[config.mk]
export PLATFORM = sky130hd
export DESIGN_NAME = mem_ctrl
export DESIGN_NICKNAME = d
export VERILOG_FILES = /design/src/rtl/mem_pkg.sv /design/src/rtl/mem_wait_cnt.sv /design/src/rtl/mem_ctrl.sv
export SDC_FILE = /design/constraint.sdc
export NUM_CORES = 1
export LEC_CHECK = 0
export ABC_AREA = 1
export BUFFER_PORTS_ARGS = -buffer_cell sky130_fd_sc_hd__buf_2
export CELL_PAD_IN_SITES_DETAIL_PLACEMENT = 1
export CELL_PAD_IN_SITES_GLOBAL_PLACEMENT = 2
export CORE_MARGIN = 3
export CORE_UTILIZATION = 30
export CTS_BUF_LIST = sky130_fd_sc_hd__clkbuf_2
export CTS_CLUSTER_DIAMETER = 120
export DETAILED_ROUTE_END_ITERATION = 12
export HOLD_SLACK_MARGIN = 0.15
export PLACE_DENSITY = 0.83
export SYNTH_ARGS = -nofsm -noshare
export SYNTH_HDL_FRONTEND = slang
export SYNTH_SLANG_ARGS = --single-unit
[constraint.sdc]
create_clock -name clk -period 3.2 [get_ports clk]
set_input_delay 0.16 -clock clk [delete_from_list [all_inputs] [get_ports clk]]
set_output_delay 0.16 -clock clk [all_outputs]
set_load 0.01 [all_outputs]
[src/rtl/mem_pkg.sv]
// mem_pkg: shared defaults, FSM state type and a constant helper for the memory controller.
package mem_pkg;
  localparam int ADDR_W_DEF = 3;
  localparam int DATA_W_DEF = 8;
  typedef enum logic [2:0] {IDLE, SETUP, WRITE, HOLD, RWAIT, RESP} state_e;
  function automatic int max2(input int a, input int b);
    return a > b ? a : b;
  endfunction
endpackage

[src/rtl/mem_wait_cnt.sv]
// mem_wait_cnt: loadable down-counter; done while the final cycle of a timed phase is in progress.
module mem_wait_cnt #(
  parameter int W = 2
) (
  input  logic         clk,
  input  logic         rst_n,
  input  logic         load_i,
  input  logic         dec_i,
  input  logic [W-1:0] val_i,
  output logic         done_o
);
  logic [W-1:0] cnt_q;
  assign done_o = cnt_q == W'(1);
  always_ff @(posedge clk or negedge rst_n) begin
    if (!rst_n) cnt_q <= '0;
    else if (load_i) cnt_q <= val_i;
    else if (dec_i && cnt_q != '0) cnt_q <= cnt_q - W'(1);
  end
endmodule

[src/rtl/mem_ctrl.sv]
// mem_ctrl: sequences single-word reads/writes onto a latch array, keeping the
// address stable for a full cycle on either side of every write-enable pulse.
module mem_ctrl
  import mem_pkg::*;
#(
  parameter int ADDR_W   = ADDR_W_DEF,
  parameter int DATA_W   = DATA_W_DEF,
  parameter int WR_PULSE = 2,
  parameter int RD_WAIT  = 1
) (
  input  logic              clk,
  input  logic              rst_n,
  input  logic              req_valid,
  output logic              req_ready,
  input  logic              req_we,
  input  logic [ADDR_W-1:0] req_addr,
  input  logic [DATA_W-1:0] req_wdata,
  output logic              rsp_valid,
  input  logic              rsp_ready,
  output logic [DATA_W-1:0] rsp_rdata,
  output logic [ADDR_W-1:0] arr_addr,
  output logic              arr_rw,
  output logic [DATA_W-1:0] arr_wdata,
  input  logic [DATA_W-1:0] arr_rdata,
  output logic              busy
);
  localparam int CW = $clog2(max2(WR_PULSE, RD_WAIT)) + 1;
  state_e            state_q;
  logic [ADDR_W-1:0] addr_q;
  logic [DATA_W-1:0] wdata_q;
  logic [DATA_W-1:0] rdata_q;
  logic              we_q;
  logic              arr_rw_q;
  logic              cnt_done;
  assign req_ready = state_q == IDLE;
  assign busy      = state_q != IDLE;
  assign rsp_valid = state_q == RESP;
  assign rsp_rdata = rdata_q;
  assign arr_addr  = addr_q;
  assign arr_wdata = wdata_q;
  assign arr_rw    = arr_rw_q;
  // Counter is loaded during SETUP so it holds the full width on the first WRITE/RWAIT cycle.
  mem_wait_cnt #(.W(CW)) u_cnt (
    .clk    (clk),
    .rst_n  (rst_n),
    .load_i (state_q == SETUP),
    .dec_i  (state_q == WRITE || state_q == RWAIT),
    .val_i  (we_q ? CW'(WR_PULSE) : CW'(RD_WAIT)),
    .done_o (cnt_done)
  );
  always_ff @(posedge clk or negedge rst_n) begin
    if (!rst_n) begin
      state_q  <= IDLE;
      addr_q   <= '0;
      wdata_q  <= '0;
      rdata_q  <= '0;
      we_q     <= 1'b0;
      arr_rw_q <= 1'b0;
    end else begin
      case (state_q)
        IDLE: if (req_valid) begin
          state_q <= SETUP;
          addr_q  <= req_addr;
          wdata_q <= req_wdata;
          we_q    <= req_we;
        end
        SETUP: begin
          state_q  <= we_q ? WRITE : RWAIT;
          arr_rw_q <= we_q;
        end
        WRITE: if (cnt_done) begin
          state_q  <= HOLD;
          arr_rw_q <= 1'b0;
        end
        HOLD: state_q <= IDLE;
        RWAIT: if (cnt_done) begin
          state_q <= RESP;
          rdata_q <= arr_rdata;
        end
        RESP: if (rsp_ready) state_q <= IDLE;
        default: state_q <= IDLE;
      endcase
    end
  end
endmodule

# == Yosys cells after proc, flatten, opt, wreduce, memory -nomap -nowiden ==
# Index checks and enable logic that the tools add are counted.
# totals
reg_bits,26
ramBits,0
rom_bits,0
latch_bits,0
out_inout_bits,23
memories,0
# op_classes
bitwise,0
multipliers,0
shifts,0
n_eq_ne,9
n_mux,11
n_addsub,1
div_mod_pow,0
magnitude_cmp,0
reduce_logical,11
# ops
operator,n
$mux W3,5
$pmux W3 S5,1
$eq A3 B3 Y1 const B,2
$mux W2,3
$ne A2 B2 Y1 const B,3
$reduce_and A2 Y1,3
$reduce_bool A2 Y1,3
$reduce_and A4 Y1,1
$eq A3 B1 Y1 const B,1
$eq A3 B2 Y1 const B,1
$logic_not A3 Y1,1
$reduce_bool A3 Y1,1
$eq A2 B1 Y1 const B,1
$ne A2 B1 Y1 const B,1
$pmux W1 S2,1
$sub A2 B1 Y2 const B,1
$logic_and A1 B1 Y1,1
$logic_or A1 B1 Y1,1
$mux W1,1

# == Logic depth before layout (Yosys ltp) ==
# logic_depth
ltp_word,5
mapped_depth,9
mapped_depth_nobuf,8

# == Hierarchy ==
# A second synthesis with hierarchy kept.
# unflattened
cells_unflattened,142
hier_area_um2,1219.9
# by_module_without_submodules
mod,cells_per_inst,seq_area_each_um2,n_inst,area_per_inst_um2
mem_ctrl,122,600.6,1,1079.8
mem_wait_cnt,20,50.0,1,140.1

# == Least setup slack after synthesis ==
# OpenSTA, ideal clock, no wires.
# synth_path
kind,reg-to-reg
startpoint,register u_cnt.cnt_q[1]
endpoint,register state_q[2]
setup_ns,0.124
period_less_slack_ns,1.177
setup_slack_ns,2.023
arrival_time_ns,1.053
path_buffers,1
stages_incl_launch_ff,8
path_cell_list,dfrtp_1 inv_1 ha_1 buf_2 inv_1 nand3_1 nand2_1 o21bai_1
# synth_between
elab_chain_len,3
elab_cells_between_ends,4
classes_between,eq/ne: 3; reduce/logical: 1
# synth_lines
element,line,text
from (decl),mem_wait_cnt.sv:12,logic [W-1:0] cnt_q;
from (signal assigned),mem_wait_cnt.sv:16,else if (load_i) cnt_q <= val_i;
from (signal assigned),mem_wait_cnt.sv:17,else if (dec_i && cnt_q != '0) cnt_q <= cnt_q - W'(1);
$eq A2 B1 Y1 *,mem_wait_cnt.sv:13,assign done_o = cnt_q == W'(1);
$ne A2 B2 Y1 (no line),-,
$reduce_and A4 Y1 (no line) *,-,
to (signal assigned),mem_ctrl.sv:68,state_q <= we_q ? WRITE : RWAIT;
to (decl),mem_ctrl.sv:28,state_e state_q;
# Every way passes the cells marked *; elsewhere a longest branch is shown, timed or not.
# A chain may end at the register's enable or synchronous reset.

# == Worst setup path after layout ==
# layout_path
startpoint,register state_q[0]
endpoint,"register wdata_q[1], in the netlist arr_wdata[1]"
# layout_between
elab_chain_len,2
# layout_lines
element,line,text
$logic_not A3 Y1,mem_ctrl.sv:60,case (state_q)
$reduce_and A2 Y1 (no line),-,
to (signal assigned),mem_ctrl.sv:64,wdata_q <= req_wdata;
to (decl),mem_ctrl.sv:30,logic [DATA_W-1:0] wdata_q;
# Every way passes these cells.

==> flow_metrics.env <==
export IMPL_synth_seq_cells=26
export IMPL_regToRegSetupSlack_ps=1260
export IMPL_ys_types=19
export IMPL_skew_ps=14.2
export IMPL_grt_use_total_pct=16.4
export IMPL_drcViolationCount=0
export IMPL_cts_sinks=26
export IMPL_cts_tree="built"
export IMPL_hold_viol_final=0
export IMPL_ant_nets=0
export IMPL_post_route_cells_drive_above_1_share_pct=28.3
export IMPL_cpMostUsedCell="nor2_4"
export IMPL_fp_dieH_um=70.2
export IMPL_io_buffers=46
export IMPL_finalCritPeriodShare_pct=60.8
export IMPL_place_hpwl_um=2350
export IMPL_path_class="flip-flop to flip-flop"
export IMPL_fillers=485
export IMPL_routabilityCongestion=0.839
export IMPL_cpPeakStageDelay_ps=620
export IMPL_die_w_um=70.2
export IMPL_outcome="finished, final reports clean"
export IMPL_ys_seq_area_share_pct=52.6
export IMPL_crit_chain="nor2_4 > inv_2 > nor2_4 > nand3_1 > dlygate4sd3_1 > nand2_1"
export IMPL_p_total_w=0.000584
export IMPL_maxSlewViolCount=0
export IMPL_min_period_ps=1940
export IMPL_overflow=0
export IMPL_leakagePower_nw=1.00
export IMPL_maxCapViolCount=0
export IMPL_peakVddDrop_v=0.000208
export IMPL_initial_utilization_pct=32.3
export IMPL_power_density_nw_per_um2=311
export IMPL_grt_pass1_wl_um=6470
export IMPL_tns_ps=0
export IMPL_place_area_um2=1490
export IMPL_avgSynthCellArea_um2=8.47
export IMPL_yosys_warnings=0
export IMPL_root_buffer="clkbuf_2"
export IMPL_rows=22
export IMPL_critPathCapture="arr_wdata[1]"
export IMPL_r2r_start="state_q[0]"
export IMPL_clkLatencyLatePin_ps=360
export IMPL_grt_max_degree=27
export IMPL_ios=47
export IMPL_setup_viol=0
export IMPL_critPathSlowestCell="dlygate4sd3_1"
export IMPL_cp_required_ps=3530
export IMPL_crit_path_end_kind="flip-flop"
export IMPL_hold_class="input port to async pin"
export IMPL_final_cell_area_um2=1880
export IMPL_critPathLaunchType="flip-flop"
export IMPL_via_per_inst=4.61
export IMPL_place_ws_ps=1750
export IMPL_fmax_mhz=514
export IMPL_critPathLaunch="state_q[0]"
export IMPL_clkTransAtPathRegs_ps=260
export IMPL_finalWorstSetupSlack_ps=1260
export IMPL_grt_pass1_vias=1337
export IMPL_numCtsBuffers=3
export IMPL_antenna_cells=0
export IMPL_relSlewSlack_pct=60.4
export IMPL_critPathArrivalTime_ps=2270
export IMPL_wirelength_um=3800
export IMPL_clockBufferDepth=2
export IMPL_utilization_pct=49.1
export IMPL_syn_nets=173
export IMPL_wl_per_cell_um=13.9
export IMPL_areaGrowthSynthToFinish_pct=51.8
export IMPL_syn_area_um2=1240
export IMPL_drtIter0Drc=43
export IMPL_die_area_um2=4930
export IMPL_worst_pin_slew_ps=595
export IMPL_antenna_found_initial=0
export IMPL_first_pass_iters=4
export IMPL_core_area_um2=3830
export IMPL_syn_inst=146
export IMPL_rsz0062_at_grt="false"
export IMPL_h_tree_depth=1
export IMPL_vias=1262
export IMPL_num_nets_final=254
export IMPL_cp_max_fo=15
export IMPL_rr_endpoint="arr_wdata[1]"
export IMPL_r2r_cells=6
## per-layer routing
| metal | part of all wire [%] | GRT usage [%] |
|---|---|---|
| met5 | 0 | 0 |
| met4 | 1.5 | 4.68 |
| met3 | 4.3 | 2.45 |
| met2 | 51 | 29.1 |
| met1 | 43 | 20.5 |
## worst min-delay path by stage
stage / from / to / slack, ps / cells after the start
detailed placement: rst_n / rsp_rdata[1] / 210 / 1
floorplan: rst_n / arr_addr[0] / -140 / 0
global route: rst_n / arr_addr[2] / 310 / 2
global placement: rst_n / rsp_rdata[1] / 200 / 1
CTS: req_valid / arr_addr[1] / 280 / 4
finish: rst_n / arr_addr[2] / 290 / 2
## report_power, final
group           total, W  switching [W]  leakage (nW)  internal [W]
logic          0.0000461      0.0000186         0.657     0.0000276
clock network   0.000209       0.000101        0.0266      0.000108
registers       0.000329              0         0.316      0.000329
total           0.000584       0.000120          1.00      0.000465
## cells by family (layout without fill, tap and decap cells)
group                    after synthesis  in the layout  synth area share (%)
AO/OA/AOI/OAI                          4              4                  1.82
adder cells (fa/ha/maj)                3              3                  3.04
AND/OR/NAND/NOR                       95             95                  35.4
buffers and inverters                 18             98                  7.08
flip-flops                            26             26                  52.6
## through the flow
| step | std cells | hold WS, ps |
|---|---|---|
| floorplan | 146 | -136 |
| global placement | 236 | 195 |
| detailed placement | 236 | 206 |
| CTS | 274 | 281 |
| global route | 274 | 313 |
| finish | 274 | 295 |
## area by class of cell
| class | count | area (um^2) | area share (%) |
|---|---|---|---|
| clock buffer | 3 | 15.0 | 0.800 |
| clock inverter | 1 | 30.0 | 1.60 |
| inverter | 14 | 52.6 | 2.80 |
| multi-input combinational | 102 | 498 | 26.5 |
| sequential | 26 | 651 | 34.7 |
| tap | 48 | 60.1 | 3.20 |
| timing repair buffer | 80 | 571 | 30.4 |
## flip-flops by register name, summed over array words and instances, names as in the netlist
signal / count
arr_wdata: 8
state_q: 3
u_cnt.cnt_q: 2
arr_rw: 1
arr_addr: 3
rsp_rdata: 8
we_q: 1
## repair_timing
action / CTS / global route
endpoints found under the hold margin: 47 / 0
hold buffers: 34 / 0
gates resized for setup: 0 / 0
buffers inserted: 0 / 0
## critical path: cells and delay by family (launching register included)
kind | cells | cell delay [ps]
DFF | 1 | 520
and+or+nand+nor | 4 | 700
buffers and inverters | 2 | 680
## cell usage in the layout, fill, tap and decap left out
cell and count:
bufinv_16 1, nand4_1 2, o21bai_1 1, dfrtp_1 26, inv_1 10, o21ai_0 1, nand3_1 25, ha_1 3
nor2_1 5, clkbuf_2 3, buf_2 46, o21ai_1 2, nand3_2 1, nor2_4 2, inv_2 4, nand2_2 6
nand2_4 1, dlygate4sd3_1 34, nor3_1 1, nand2_1 52
## cells in the mapped netlist, drive strengths merged
cell / instances / area share [%]
clkbuf: 1 / 0.61
nor3: 1 / 0.40
nand2: 59 / 20
nand3: 26 / 11
buf: 3 / 2.2
inv: 14 / 4.3
ha: 3 / 3.0
o21bai: 1 / 0.61
nor2: 7 / 3.3
nand4: 2 / 1.0
o21ai: 3 / 1.2
dfrtp: 26 / 53
Note: power is estimated with default switching activity, not from simulation.
